--- src/rtl/coax_pkg.sv ---
// rtl/coax_pkg.sv - shared types and field layout for the coax receive controller
// Contents: controller state enum, FIFO entry layout {eof, err, data[9:0]},
// word-count width and an entry-packing helper.
package coax_pkg;

  localparam int DATA_W  = 10;
  localparam int ENTRY_W = 12;
  localparam int EOF_BIT = 11;
  localparam int ERR_BIT = 10;
  localparam int CNT_W   = 10;

  localparam logic [CNT_W-1:0] CNT_MAX = '1;

  typedef enum logic [1:0] {
    ST_IDLE       = 2'd0,
    ST_RECEIVE    = 2'd1,
    ST_DISCARD    = 2'd2,
    ST_ERROR_HOLD = 2'd3
  } state_e;

  function automatic logic [ENTRY_W-1:0] make_entry(input logic eof, input logic err,
                                                    input logic [DATA_W-1:0] data);
    logic [ENTRY_W-1:0] e;
    e = '0;
    e[EOF_BIT] = eof;
    e[ERR_BIT] = err;
    e[DATA_W-1:0] = data;
    return e;
  endfunction

endpackage

--- src/rtl/coax_fifo.sv ---
// rtl/coax_fifo.sv - show-ahead synchronous FIFO for received coax entries
// Ports: clk, rst_n (async active-low), push/push_data (dropped when full),
// pop (ignored when empty), head (current head entry), full, empty.
module coax_fifo #(
  parameter int DEPTH = 64,
  parameter int WIDTH = 12
) (
  input  logic             clk,
  input  logic             rst_n,
  input  logic             push,
  input  logic [WIDTH-1:0] push_data,
  input  logic             pop,
  output logic [WIDTH-1:0] head,
  output logic             full,
  output logic             empty
);

  localparam int AW = $clog2(DEPTH);

  logic [WIDTH-1:0] mem [DEPTH];
  logic [AW-1:0]    wr_ptr;
  logic [AW-1:0]    rd_ptr;
  // One extra bit so that full and empty are distinguishable.
  logic [AW:0]      occ;
  logic             do_push;
  logic             do_pop;

  assign full    = (occ == (AW+1)'(DEPTH));
  assign empty   = (occ == '0);
  assign do_push = push && !full;
  assign do_pop  = pop && !empty;
  assign head    = mem[rd_ptr];

  always_ff @(posedge clk or negedge rst_n) begin
    if (!rst_n) begin
      wr_ptr <= '0;
      rd_ptr <= '0;
      occ    <= '0;
    end else begin
      if (do_push) wr_ptr <= wr_ptr + 1'b1;
      if (do_pop)  rd_ptr <= rd_ptr + 1'b1;
      case ({do_push, do_pop})
        2'b10:   occ <= occ + 1'b1;
        2'b01:   occ <= occ - 1'b1;
        default: occ <= occ;
      endcase
    end
  end

  always_ff @(posedge clk) begin
    if (do_push) mem[wr_ptr] <= push_data;
  end

endmodule

--- src/rtl/coax_rx_ctrl.sv ---
// rtl/coax_rx_ctrl.sv - coax receive controller: frames words into a FIFO with EOF/error markers
// Ports: clk, reset (async active-low), rx_data/rx_data_strobe/rx_active/rx_error
// from the receiver, rx_reset to the receiver, rd_data/rd_valid/rd_en FIFO read
// side, overflow (sticky) with overflow_clear.
// Optional: COAX_RX_CTRL_TIMEOUT_EN enables the idle-in-frame timeout.
module coax_rx_ctrl
  import coax_pkg::*;
#(
  parameter int DEPTH           = 64,
  parameter int RECOVERY_CLOCKS = 32,
  parameter int TIMEOUT_CLOCKS  = 1024
) (
  input  logic               clk,
  input  logic               reset,
  input  logic [DATA_W-1:0]  rx_data,
  input  logic               rx_data_strobe,
  input  logic               rx_active,
  input  logic               rx_error,
  output logic               rx_reset,
  output logic [ENTRY_W-1:0] rd_data,
  output logic               rd_valid,
  input  logic               rd_en,
  output logic               overflow,
  input  logic               overflow_clear
);

  state_e             state;
  state_e             state_nxt;
  logic [CNT_W-1:0]   word_cnt;
  logic [15:0]        hold_cnt;
  logic               push;
  logic [ENTRY_W-1:0] push_entry;
  logic               cnt_inc;
  logic               cnt_clr;
  logic               fifo_full;
  logic               fifo_empty;
  logic               tmo_hit;
  logic               err_evt;
  logic               push_lost;

`ifdef COAX_RX_CTRL_TIMEOUT_EN
  localparam int TW = $clog2(TIMEOUT_CLOCKS + 1);
  logic [TW-1:0] tmo_cnt;

  always_ff @(posedge clk or negedge reset) begin
    if (!reset) begin
      tmo_cnt <= '0;
    end else if (state != ST_RECEIVE || rx_data_strobe) begin
      tmo_cnt <= '0;
    end else begin
      tmo_cnt <= tmo_cnt + 1'b1;
    end
  end

  // Fires on the TIMEOUT_CLOCKS-th consecutive strobe-free cycle in a frame.
  assign tmo_hit = (state == ST_RECEIVE) && !rx_data_strobe &&
                   (tmo_cnt == TW'(TIMEOUT_CLOCKS - 1));
`else
  assign tmo_hit = 1'b0;
`endif

  assign err_evt = rx_error || tmo_hit;
  // Fullness is judged on start-of-cycle occupancy; a same-cycle pop never makes room.
  assign push_lost = push && fifo_full;

  always_comb begin
    state_nxt  = state;
    push       = 1'b0;
    push_entry = '0;
    cnt_inc    = 1'b0;
    cnt_clr    = 1'b0;
    case (state)
      ST_IDLE: begin
        if (rx_active) begin
          state_nxt = ST_RECEIVE;
          cnt_clr   = 1'b1;
        end
      end
      ST_RECEIVE: begin
        // Error outranks end-of-frame, which outranks a data word.
        if (err_evt) begin
          push       = 1'b1;
          push_entry = make_entry(1'b1, 1'b1, word_cnt);
          state_nxt  = ST_ERROR_HOLD;
        end else if (!rx_active) begin
          push       = 1'b1;
          push_entry = make_entry(1'b1, 1'b0, word_cnt);
          state_nxt  = ST_IDLE;
        end else if (rx_data_strobe) begin
          push       = 1'b1;
          push_entry = make_entry(1'b0, 1'b0, rx_data);
          cnt_inc    = 1'b1;
        end
        if (push && fifo_full) state_nxt = ST_DISCARD;
      end
      ST_DISCARD: begin
        if (rx_error)       state_nxt = ST_ERROR_HOLD;
        else if (!rx_active) state_nxt = ST_IDLE;
      end
      ST_ERROR_HOLD: begin
        if (hold_cnt == 16'(RECOVERY_CLOCKS - 1)) state_nxt = ST_IDLE;
      end
      default: state_nxt = ST_IDLE;
    endcase
  end

  always_ff @(posedge clk or negedge reset) begin
    if (!reset) begin
      state    <= ST_IDLE;
      word_cnt <= '0;
      hold_cnt <= '0;
      overflow <= 1'b0;
    end else begin
      state <= state_nxt;

      if (cnt_clr)                           word_cnt <= '0;
      else if (cnt_inc && word_cnt != CNT_MAX) word_cnt <= word_cnt + 1'b1;

      // Counts cycles already spent in ERROR_HOLD; zero on entry.
      if (state == ST_ERROR_HOLD && state_nxt == ST_ERROR_HOLD) hold_cnt <= hold_cnt + 1'b1;
      else                                                       hold_cnt <= '0;

      if (push_lost)           overflow <= 1'b1;
      else if (overflow_clear) overflow <= 1'b0;
    end
  end

  // Receiver is held in reset while this block is in reset or recovering.
  assign rx_reset = !reset || (state == ST_ERROR_HOLD);
  assign rd_valid = !fifo_empty;

  coax_fifo #(
    .DEPTH (DEPTH),
    .WIDTH (ENTRY_W)
  ) u_fifo (
    .clk       (clk),
    .rst_n     (reset),
    .push      (push),
    .push_data (push_entry),
    .pop       (rd_en),
    .head      (rd_data),
    .full      (fifo_full),
    .empty     (fifo_empty)
  );

endmodule

--- config.mk ---
export PLATFORM = sky130hd
export DESIGN_NAME = coax_rx_ctrl
export DESIGN_NICKNAME = d
export VERILOG_FILES = /design/src/rtl/coax_pkg.sv /design/src/rtl/coax_fifo.sv /design/src/rtl/coax_rx_ctrl.sv
export SDC_FILE = /design/constraint.sdc
export NUM_CORES = 1
export LEC_CHECK = 0
export CAP_MARGIN = 20
export CORE_ASPECT_RATIO = 1.4
export CORE_MARGIN = 2
export CORE_UTILIZATION = 39
export CTS_CLUSTER_SIZE = 14
export DETAILED_ROUTE_END_ITERATION = 12
export PLACE_DENSITY_LB_ADDON = 0.25
export SLEW_MARGIN = 20
export SYNTH_ARGS = -nofsm -noshare
export SYNTH_HDL_FRONTEND = slang
export SYNTH_SLANG_ARGS = --single-unit
--- constraint.sdc ---
create_clock -name clk -period 8.25 [get_ports clk]
set_input_delay 2.0625 -clock clk [delete_from_list [all_inputs] [get_ports clk]]
set_output_delay 2.0625 -clock clk [all_outputs]
set_load 0.03 [all_outputs]
## After elaboration in Yosys (flattened, before gate mapping)

Memories as Yosys holds them, arrays and structs flattened.
Index checks and enable logic that the tools add are counted.

| word-level totals | value |
|---|---|
| logic and storage cells | 66 |
| bits in writable memories | 768 |
| bits in registers | 48 |
| input port bits | 17 |
| memories kept | 1 |

Memory list:

| memory | words | bits a word | read ports | clocked after memory_dff | write ports | line | RTL |
|---|---|---|---|---|---|---|---|
| u_fifo.mem | 64 | 12 | 1 | 0 | 1 | coax_fifo.sv:20 | `logic [WIDTH-1:0] mem [DEPTH];` |

| cells by class | value |
|---|---|
| equal/unequal tests | 9 |
| add/sub/neg operators | 6 |
| muxes and demuxes | 28 |
| reductions and logical operators | 15 |

Operators by type and width:

| cell | count |
|---|---|
| 12-bit 2-to-1 mux | 3 |
| 10-bit 2-to-1 mux | 3 |
| 16-bit by 1-bit adder with 16-bit output (second input constant) | 1 |
| 16-bit by 5-bit == test with 1-bit output (second input constant) | 1 |
| 16-bit 2-to-1 mux | 1 |
| 1-bit 2-to-1 mux | 14 |
| 7-bit case mux with 2 select lines | 1 |
| 6-bit by 1-bit adder with 6-bit output (second input constant) | 2 |
| 10-bit by 1-bit adder with 10-bit output (second input constant) | 1 |
| 2-bit 2-to-1 mux | 5 |
| 10-bit != test (second input constant) | 1 |
| 2-bit == test (second input constant) | 4 |
| 2-bit case mux with 4 select lines | 1 |
| 7-bit by 1-bit adder with 7-bit output (second input constant) | 1 |
| 7-bit == test (second input constant) | 1 |
| 7-bit logical NOT | 1 |
| 7-bit by 1-bit subtractor with 7-bit output (second input constant) | 1 |
| 1-bit logical AND | 6 |
| 2-bit nonzero test | 3 |
| 2-bit by 1-bit == test with 1-bit output (second input constant) | 2 |
| 1-bit logical NOT | 3 |
| 2-bit logical NOT | 1 |
| 1-bit logical OR | 1 |

## Logic depth before layout (Yosys ltp)

| logic depth | value |
|---|---|
| word-level depth | 10 |
| mapped depth | 12 |
| gate-level depth less buffers | 11 |

## Modules after synthesis

A second synthesis with hierarchy kept.

| second synthesis, totals | value |
|---|---|
| cell total of the unflattened synthesis | 1,724 |
| area, all modules | 32,504.9 µm² |

Modules (own cells, without submodules):

| module | instances | area an instance (µm²) | cells each |
|---|---|---|---|
| coax_fifo | 1 | 30,863.4 | 1,541 |
| coax_rx_ctrl | 1 | 1,641.6 | 183 |

## Worst setup path after synthesis

No wires, ideal clock.

| timing | value |
|---|---|
| kind | input port to flip-flop |
| start | in rx_active |
| end | mem u_fifo.mem[0][9], data pin |
| required time | 7.884 ns |
| setup slack | 3.285 ns |
| cell stages on the path | 4 |
| arrival time | 4.599 ns |
| setup time | 0.366 ns |
| path through | nor2b_1 -> nor2_1 -> buf_1 -> a22o_1 |

| on the way | value |
|---|---|
| cells in the longest elaborated chain, start to end | 3 |

RTL lines:

| item | line | RTL |
|---|---|---|
| start, declared | coax_rx_ctrl.sv:17 | `input logic rx_active,` |
| 12-bit 2-to-1 mux | coax_rx_ctrl.sv:85 | `end else if (!rx_active) begin` |
| 12-bit 2-to-1 mux | coax_rx_ctrl.sv:81 | `if (err_evt) begin` |
| 12-bit 2-to-1 mux | coax_rx_ctrl.sv:72 | `case (state)` |
| net push_entry[9] | coax_rx_ctrl.sv:32 | `logic [ENTRY_W-1:0] push_entry;` |
| end, declared | coax_fifo.sv:20 |  |

The timed path passes the listed nets, and every way through them passes these cells.

## Worst setup path after layout

| timing | value |
|---|---|
| start | reg u_fifo.rd_ptr[0] |
| end | out rd_data[9] |

| on the way | value |
|---|---|
| cells in the longest elaborated chain, start to end | 1 |

RTL lines:

| item | line | RTL |
|---|---|---|
| start, declared | coax_fifo.sv:22 | `logic [AW-1:0] rd_ptr;` |
| start signal, assigned | coax_fifo.sv:41 | `if (do_pop) rd_ptr <= rd_ptr + 1'b1;` |
| memory 64 x 12 bit | -- |  |
| end, declared | coax_rx_ctrl.sv:20 | `output logic [ENTRY_W-1:0] rd_data,` |

No other way between the ends.

==> flow_summary.yaml <==
sta:
  report.final.slew_viol_count: 0
  rsz0062_at_grt: "no"
  max_freq_ghz: 0.150
  fin_crit_sh_pct: 80.9
  slew_headroom_pct: 21.2
  finalCriticalPeriod_ns: 6.68
  fin_ws_ns: 1.57
  tns_ns: 0
  setup_viol: 0
  tightest_slew_ns: 1.18
  hold_violations: 0
  skew_ns: 0.0285
route:
  totalWireLength_um: 79900
  dr.pass1.iters: 5
  routedWlPerCell_um: 27.7
  vias_per_cell: 5.60
  ant_nets: 0
  drc_errors: 0
  drt_iter0_markers: 1525
  vias: 16195
cts:
  root_buffer: "clkbuf_16"
  clk_path_buf_depth: 3
  postCtsResizedCells: 0
  clock_latency_ns: 0.63
  clk_pin_slew_ns: 0.06
  cts_tree: "done"
  cts_made_buffers: 79
  htree_levels: 3
  clock_sinks: 816
  cts_hold_buf: 0
  cts_setup_buffers: 0
die:
  io_pins: 32
  die_x_um: 247
  initial_core_util_pct: 39.4
  die_area_um2: 85100
  coreArea_um2: 81900
  die_h_um: 344
  rows: 124
global_route:
  grt_pass1_vias: 16703
  grt_pass1_wl_um: 116000
  grt_max_degree: 67
  antenna_found_initial: 1
  overflow: 0
  grt_use_total_pct: 19.1
placed_design:
  place_congestion: 0.829
  placedCellCount: 2747
  hpwlAfterDp_um: 49000
  place_ws_ns: 2.21
  portBuffers: 31
finish:
  fin_cells: 2890
  area_delta_synth_final_pct: 13.4
  final_util_pct: 44.7
  final_cell_mix: "768 x edfxtp_1, 145 x mux4_2, 133 x mux2i_1, 87 x nor2_1, 82 x clkbuf_16"
  fillerInstances: 7054
  final_common_cell: "edfxtp_1"
  nets: 1785
  drive_above_1_share_pct: 20.6
worst_hold_path:
  whs_endpoint: "hold_cnt[0]"
  hold_path_class: "reg -> reg"
  min_from: "hold_cnt[0]"
  whs_path_depth: 1
yosys:
  seq_area_frac_synth_pct: 75.1
  async_reset_ff_share_pct: 5.88
  syn-cell-area_um2: 32300
  ys_ff_latch: 816
  avgSynthCellArea_um2: 19.5
  synthesis.nets: 1681
  ys_warn_count: 0
  synth_edf_count: 768
  synth_flop_cell: "edfxtp_1"
  synthCells: 1653
  synth_cell_type_count: 56
pwr:
  irDropWorstVdd_mv: 0.260
  power.total_mw: 12.1
  power.leakage_nw: 11.4
  power.density_nw_per_um2: 332
run:
  cap_violations: 0
setup_path:
  crit_type: "reg -> out"
  required_ns: 6.19
  crit_path_end_kind: "primary output"
  critPathMaxFanout: 28
  startpoint_type: "register"
  r2r-start: "state[1]"
  reg2reg_to: "u_fifo.mem[27][4]"
  worstPathArrival_ns: 4.61
  reg2regPathDepth: 5
  regToRegSetupSlack_ns: 4.69
run_status:
  status: "complete, no violations"
## sequential cells by signal (all words and copies together) (netlist names)
register / count
hold_cnt: 16
overflow: 1
state: 2
u_fifo.mem: 768
u_fifo.occ: 7
u_fifo.rd_ptr: 6
u_fifo.wr_ptr: 6
word_cnt: 10
## routing by layer
metal	track usage, %	vias to the layer above	wire length [µm]
met5	0	-	13
met4	7.46	2	2670
met3	3.04	114	4710
met2	33.1	527	41200
met1	24.2	8580	31400
li1	-	6972	-
## cells by family after synthesis
family                   after synthesis  synth area share, %
buffers and inverters                101                 1.82
flip-flops                           816                 75.1
AND/OR/NAND/NOR                      228                 3.41
AO/OA/AOI/OAI                        184                 3.98
XOR/XNOR                              33                0.895
adder cells (fa/ha/maj)               11                0.449
multiplexers                         280                 14.3
## report_power, final
part,total (mW),internal [mW],switching [mW]
registers,5.04,4.78,0.260
logic,3.61,1.41,2.20
clock network,3.49,1.98,1.51
total,12.1,8.17,3.97
## worst max-delay path by stage
stage | from | end | slack [ns] | cells past startpoint
2_1_floorplan | rx_active | u_fifo.mem[0][9] | 3.29 | 4
3_3_place_gp | u_fifo.rd_ptr[1] | rd_data[8] | 1.93 | 7
3_5_place_dp | u_fifo.rd_ptr[0] | rd_data[9] | 2.21 | 6
4_1_cts | u_fifo.rd_ptr[0] | rd_data[9] | 1.55 | 6
5_1_grt | u_fifo.rd_ptr[0] | rd_data[6] | 1.41 | 8
6_report | u_fifo.rd_ptr[0] | rd_data[9] | 1.57 | 6
## cells in the mapped netlist, types with 7 or more instances
library cell,number,share of area [%]
xnor2_1,22,0.60
a22o_1,12,0.33
nand2_1,36,0.42
and3_1,13,0.25
inv_1,14,0.16
mux2i_1,133,4.1
buf_2,15,0.23
o31ai_1,10,0.23
clkbuf_1,33,0.38
edfxtp_1,768,71
nor2_1,102,1.2
a211oi_1,34,0.79
buf_6,17,0.59
buf_1,7,0.081
xor2_1,11,0.30
nand3_1,18,0.28
a21oi_1,22,0.34
nor4_1,8,0.15
o221ai_1,15,0.41
dfrtp_1,48,3.7
buf_4,13,0.30
nor2b_1,10,0.19
a22oi_1,29,0.67
o22ai_1,34,0.66
mux4_2,145,10
ha_1,10,0.39
o21ai_0,15,0.23
## layout make-up
cell class / count / area [µm²] / share of cell area, %
diodes: 1 / 2.50 / 0.00684
clock buffers: 99 / 2130 / 5.81
clock inverters: 43 / 345 / 0.943
inverters: 14 / 52.6 / 0.144
multi-input cells: 736 / 7520 / 20.5
flip-flops and latches: 816 / 24300 / 66.3
well taps: 1071 / 1340 / 3.66
repair buffers: 110 / 948 / 2.59
## through the flow
stage               hold WS, ns  cell area (µm²)
finish                    0.489            36600
global route              0.509            36600
CTS                       0.493            36600
detailed placement        0.484            34100
global placement          0.480            34100
floorplan                 0.455            32300
## worst max-delay path: stages, from the launching register on
cell and delay (ns):
dfrtp_4 0.74, buf_4 0.57, mux4_2 0.58, a211oi_1 0.98
o21ai_0 0.16, and4_1 0.28, clkdlybuf4s50_1 0.62
Note: power is estimated with default switching activity, not from simulation.
